$ cat src/rtl/ir_nec_pkg.sv
// rtl/ir_nec_pkg.sv - NEC state encoding, default timing and frame packing shared by tx and rx
package ir_nec_pkg;

  typedef enum logic [2:0] {
    ST_IDLE   = 3'd0,
    ST_LEAD_M = 3'd1,
    ST_LEAD_S = 3'd2,
    ST_BIT_M  = 3'd3,
    ST_BIT_S  = 3'd4,
    ST_STOP_M = 3'd5,
    ST_GAP    = 3'd6
  } nec_state_t;

  localparam int NEC_CLK_PER_US   = 1;
  localparam int NEC_LEADER_MARK  = 9000;
  localparam int NEC_LEADER_SPACE = 4500;
  localparam int NEC_BIT_MARK     = 560;
  localparam int NEC_ZERO_SPACE   = 560;
  localparam int NEC_ONE_SPACE    = 1690;
  localparam int NEC_GAP          = 40000;
  localparam int NEC_CARRIER_HALF = 13;

  // Same layout the receiver unpacks its Code from; bit 0 is transmitted first.
  function automatic logic [31:0] nec_pack(input logic [7:0] addr, input logic [7:0] cmd);
    return {~cmd, cmd, ~addr, addr};
  endfunction

endpackage

$ cat src/rtl/ir_us_tick.sv
// rtl/ir_us_tick.sv - clk-to-microsecond prescaler with synchronous clear, one-cycle tick output
module ir_us_tick #(
  parameter int CLK_PER_US = 1
) (
  input  logic i_clk,
  input  logic i_rst,
  input  logic i_clr,
  output logic o_tick
);

  localparam int W = (CLK_PER_US > 1) ? $clog2(CLK_PER_US) : 1;
  localparam logic [W-1:0] LAST = W'(CLK_PER_US - 1);

  logic [W-1:0] r_cnt;

  assign o_tick = (r_cnt == LAST);

  always_ff @(posedge i_clk) begin
    if (i_rst || i_clr || o_tick) begin
      r_cnt <= '0;
    end else begin
      r_cnt <= r_cnt + 1'b1;
    end
  end

endmodule

$ cat src/rtl/ir_nec_send.sv
// rtl/ir_nec_send.sv - NEC IR frame transmitter; IR_NEC_SEND_CARRIER_EN adds carrier on o_ir_led
module ir_nec_send
  import ir_nec_pkg::*;
#(
  parameter int CLK_PER_US   = NEC_CLK_PER_US,
  parameter int LEADER_MARK  = NEC_LEADER_MARK,
  parameter int LEADER_SPACE = NEC_LEADER_SPACE,
  parameter int BIT_MARK     = NEC_BIT_MARK,
  parameter int ZERO_SPACE   = NEC_ZERO_SPACE,
  parameter int ONE_SPACE    = NEC_ONE_SPACE,
  parameter int GAP          = NEC_GAP,
  parameter int CARRIER_HALF = NEC_CARRIER_HALF
) (
  input  logic       i_clk,
  input  logic       i_rst,
  input  logic [7:0] i_addr,
  input  logic [7:0] i_cmd,
  input  logic       i_send,
  output logic       o_busy,
  output logic       o_done,
  output logic       o_ir,
  output logic       o_ir_led
);

  nec_state_t  r_state, w_next;
  logic [31:0] r_shreg;
  logic [5:0]  r_bitcnt;
  logic [15:0] r_us, w_dur;
  logic        r_ir, r_busy, r_done;
  logic        w_tick, w_accept, w_seg_end, w_mark_next;

  assign w_accept = (r_state == ST_IDLE) && i_send;

  ir_us_tick #(.CLK_PER_US(CLK_PER_US)) u_tick (
    .i_clk  (i_clk),
    .i_rst  (i_rst),
    .i_clr  (w_accept),
    .o_tick (w_tick)
  );

  always_comb begin
    w_dur = 16'd0;
    unique case (r_state)
      ST_LEAD_M:           w_dur = 16'(LEADER_MARK);
      ST_LEAD_S:           w_dur = 16'(LEADER_SPACE);
      ST_BIT_M, ST_STOP_M: w_dur = 16'(BIT_MARK);
      ST_BIT_S:            w_dur = r_shreg[0] ? 16'(ONE_SPACE) : 16'(ZERO_SPACE);
      ST_GAP:              w_dur = 16'(GAP);
      default:             w_dur = 16'd0;
    endcase
  end

  // The segment ends on the tick that completes its last microsecond.
  assign w_seg_end = (r_state != ST_IDLE) && w_tick && (r_us == w_dur - 16'd1);

  always_comb begin
    w_next = r_state;
    unique case (r_state)
      ST_IDLE:   if (i_send)    w_next = ST_LEAD_M;
      ST_LEAD_M: if (w_seg_end) w_next = ST_LEAD_S;
      ST_LEAD_S: if (w_seg_end) w_next = ST_BIT_M;
      ST_BIT_M:  if (w_seg_end) w_next = ST_BIT_S;
      ST_BIT_S:  if (w_seg_end) w_next = (r_bitcnt == 6'd31) ? ST_STOP_M : ST_BIT_M;
      ST_STOP_M: if (w_seg_end) w_next = ST_GAP;
      ST_GAP:    if (w_seg_end) w_next = ST_IDLE;
      default:                  w_next = ST_IDLE;
    endcase
  end

  assign w_mark_next = (w_next == ST_LEAD_M) || (w_next == ST_BIT_M) || (w_next == ST_STOP_M);

  always_ff @(posedge i_clk) begin
    if (i_rst) begin
      r_state  <= ST_IDLE;
      r_shreg  <= 32'd0;
      r_bitcnt <= 6'd0;
      r_us     <= 16'd0;
      r_ir     <= 1'b1;
      r_busy   <= 1'b0;
      r_done   <= 1'b0;
    end else begin
      r_state <= w_next;
      r_ir    <= ~w_mark_next;
      r_busy  <= (w_next != ST_IDLE);
      r_done  <= (r_state == ST_GAP) && w_seg_end;
      if (w_accept) begin
        r_shreg  <= nec_pack(i_addr, i_cmd);
        r_bitcnt <= 6'd0;
      end else if ((r_state == ST_BIT_S) && w_seg_end) begin
        r_shreg  <= {1'b0, r_shreg[31:1]};
        r_bitcnt <= r_bitcnt + 6'd1;
      end
      if ((w_next != r_state) || (r_state == ST_IDLE)) begin
        r_us <= 16'd0;
      end else if (w_tick) begin
        r_us <= r_us + 16'd1;
      end
    end
  end

  assign o_ir   = r_ir;
  assign o_busy = r_busy;
  assign o_done = r_done;

`ifdef IR_NEC_SEND_CARRIER_EN
  localparam int CW = (CARRIER_HALF > 1) ? $clog2(CARRIER_HALF) : 1;
  localparam logic [CW-1:0] HALF_LAST = CW'(CARRIER_HALF - 1);

  logic [CW-1:0] r_car_cnt;
  logic          r_led;

  // Phase restarts high on every mark entry so each burst begins identically.
  always_ff @(posedge i_clk) begin
    if (i_rst || !w_mark_next) begin
      r_car_cnt <= '0;
      r_led     <= 1'b0;
    end else if (w_next != r_state) begin
      r_car_cnt <= '0;
      r_led     <= 1'b1;
    end else if (r_car_cnt == HALF_LAST) begin
      r_car_cnt <= '0;
      r_led     <= ~r_led;
    end else begin
      r_car_cnt <= r_car_cnt + 1'b1;
    end
  end

  assign o_ir_led = r_led;
`else
  assign o_ir_led = ~r_ir;
`endif

endmodule

$ cat config.mk
export PLATFORM = sky130hd
export DESIGN_NAME = ir_nec_send
export DESIGN_NICKNAME = d
export VERILOG_FILES = /design/src/rtl/ir_nec_pkg.sv /design/src/rtl/ir_us_tick.sv /design/src/rtl/ir_nec_send.sv
export SDC_FILE = /design/constraint.sdc
export NUM_CORES = 1
export LEC_CHECK = 0
export ABC_CLOCK_PERIOD_IN_PS = 5000
export BUFFER_PORTS_ARGS = -buffer_cell sky130_fd_sc_hd__buf_2
export CORE_AREA = 2 2 83 85
export DETAILED_ROUTE_END_ITERATION = 10
export DIE_AREA = 0 0 85 87
export GPL_TIMING_DRIVEN = 0
export PLACE_DENSITY = 0.77
export SYNTH_ARGS = -nofsm -noshare
export SYNTH_HDL_FRONTEND = slang
export SYNTH_SLANG_ARGS = --single-unit
$ cat constraint.sdc
create_clock -name i_clk -period 5 [get_ports i_clk]
set_input_delay 0 -clock i_clk [delete_from_list [all_inputs] [get_ports i_clk]]
set_output_delay 0 -clock i_clk [all_outputs]
set_load 0.005 [all_outputs]
==> qor.csv <==
metric;value;unit
status;finished, final reports clean;
number of CTS-inserted buffers;9;
GRT overflow;0;
DRC;0;
largest net degree at the start of global routing;12;
Post-DP Area;0.003369;sq mm
Final Slew Violations;0;
layout cells sized above 1;0.1348;
final setup violation count;0;
number of DRC markers in iteration 0;140;
Main synth FF type;dfxtp_1;
IO Pins;23;
CTS clk-pin slew, worst paths;0.07;ns
Die H;87;um
highest clock rate;0.2970;GHz
Crit-path slowest cell;nor4_2;
first-pass GRT wire length;12960;um
crit path launch type;flip-flop;
Synthesized Nets;412;
post-synthesis sequential area ratio;0.3865;
First-pass DRT Iterations;5;
Worst path max stage delay;0.55;ns
wire length per cell;14.22;um
cell family with most CP delay;simple AND/OR/NAND/NOR gates;
Cell Count Post-Placement;492;
synth warn;0;
ANT cells;0;
crit path kind;reg2reg;
Peak VDD IR;0.1454;mV
Slew @ Worst Pin;0.6974;ns
Cell Area, Synth;0.003159;sq mm
CP Data Arrival Time;3.59;ns
htree depth;3;
WP data required;5.22;ns
die width;85;um
top-count cell post-synth;nand2_1;
Critical Path, Cell by Cell;buf_4 -> or3b_2 -> ha_1 -> buf_2 -> xor2_1 -> or3_1 -> a22oi_2 -> nand3_1 -> nor4_2 -> or4_1 -> buf_4 -> buf_6 -> nor2_1;
Vias;2996;
vias in the first global route;2864;
core outline area;0.006569;sq mm
synthesis-stage register bit count;61;
top cells by count, synth;nand2_1 (78), dfxtp_1 (61), nor2_1 (43);
Hold Path Class;in2reg;
fin crit period;3.367;ns
EDFF count, synth;0;
Clock Latency Late Sink;0.34;ns
Hold Vio Cnt, Final;0;
async set-or-reset flop fraction in the synthesized netlist;0;
final instance area;0.003717;sq mm
Setup Skew;0.01519;ns
non-filler cells, final;525;
Mean Syn Cell Area;8.101;sq um
row count;30;
clk sink count;61;
initial antenna violation count;0;
setup ws final;1.633;ns
WL final;7464;um
Slew Limit Headroom;0.5315;
Synth area leaders;dfxtp_1 (39%), nand2_1 (9.3%), nor2_1 (5.1%), a311oi_1 (4.2%), a21o_1 (3.8%);
clock tree from TritonCTS;yes;
biggest area consumer among synthesized cells;dfxtp_1;
Gate Count Post-Synth;390;
PwrDens;281.2;mW/mm^2
Pleak;1.461;nW
final core utilization;0.5659;
Hold WS;0.1055;ns
crit path max fanout;10;
antenna-violating nets left;0;
Nets;462;
DR vias/cell;5.707;
CTS max path bufs;2;
CTS Root Cell;clkbuf_8;
# port buffers;22;
Yosys cell types;58;
DPL Wire Length;5277;um
Area Growth Syn to Fin;17.66;%
critical path's most frequent cell;buf_4;
TNS Setup;0;ns
Initial Utilization;0.4810;
maxcap violations;0;
GPL Wtd Cong;0.9363;
overall power;1.045;mW
Buf/Inv on CP;4;
Total GRT Usage;0.2184;
Setup WS pre-CTS;1.667;ns
Setup crit end kind;flip-flop;
fin crit share;0.6733;
RSZ-0062 raised after global routing;no;
post-synth top area share;0.3865;
die area;0.007395;sq mm
## placed cells by master, fill, tap and decap left out, types with 3 or more instances in the layout
master         Yosys  final
nand2_1           78     78
dfxtp_1           61     61
nor2_1            43     43
buf_2              4     26
a31oi_1           17     17
dlygate4sd3_1      0     17
clkbuf_1          15     16
a21o_1            16     16
a311oi_1          15     15
xor2_1            11     11
nand3_1           11     11
clkbuf_8           0     10
xnor2_1            9      9
a21oi_1            9      9
inv_1              7      7
and3_1             7      7
nor2b_1            5      5
or4_1              5      5
buf_6              5      5
o21ai_0            5      5
buf_4              4      4
nor3_1             4      4
nand4_1            4      4
or3b_2             3      3
or3_1              3      3
mux2i_1            3      3
and2_1             3      3
a211oi_1           3      3
ha_1               3      3
clkinvlp_4         0      3
## cells by family (layout without fill, tap and decap cells)
kind of cell	count (synthesis)	in the layout	share of synthesized area
other cells	1	1	0.001187
simple gates	183	183	0.2828
buf+inv	36	91	0.06099
xor+xnor	20	20	0.05545
compound gates	82	82	0.1881
flops	61	61	0.3865
fa+ha+maj	3	3	0.01188
mux	4	4	0.01307
## sequential cells by signal, summed over array words and instances, names as in the netlist
| register | flops |
|---|---|
| r_state | 3 |
| o_done | 1 |
| r_shreg | 32 |
| r_bitcnt | 6 |
| u_tick.r_cnt | 1 |
| o_ir | 1 |
| r_us | 16 |
| o_busy | 1 |
## repair_timing
action                                 CTS  global route
hold buffers                            17             0
gates resized for setup                  0             0
buffers inserted                         0             0
endpoints found under the hold margin   33             0
## where the power goes
part | switching, mW | internal [mW] | leakage, nW | total, mW
combinational | 0.0656 | 0.0540 | 0.879 | 0.120
sequential | 0.0160 | 0.516 | 0.500 | 0.533
clock | 0.200 | 0.193 | 0.0815 | 0.393
total | 0.282 | 0.764 | 1.46 | 1.05
## worst min-delay path: stages
cell	delay, ns
buf_2	0.10
or4_1	0.11
buf_4	0.14
nor2_1	0.05
## layout make-up
class | instances | area (sq um)
buffer | 28 | 162.7
clock buffer | 11 | 141.4
clock inverter | 5 | 36.28
fill | 593 | 2851
inverter | 8 | 30.03
multi-input combinational | 293 | 1745
sequential | 61 | 1221
tap | 80 | 100.1
timing repair buffer | 39 | 280.3
## metal layers
metal	vias up	wire (um)	track usage
li1	1477	-	-
met1	1421	3419	0.2804
met2	86	3537	0.3473
met3	12	415	0.05592
met4	0	92	0.09668
met5	-	0	0
## final timing paths
kind | from | slack (ns) | cells after the start | to
hold / removal | i_rst | 0.11 | 4 | r_us[8]
setup / recovery | r_state[0] | 1.63 | 13 | r_us[4]
hold reg to reg | r_shreg[13] | 0.47 | 2 | r_shreg[12]
setup reg to reg | r_state[0] | 1.63 | 13 | r_us[4]
No activity file was read; power rests on OpenSTA's default activity.
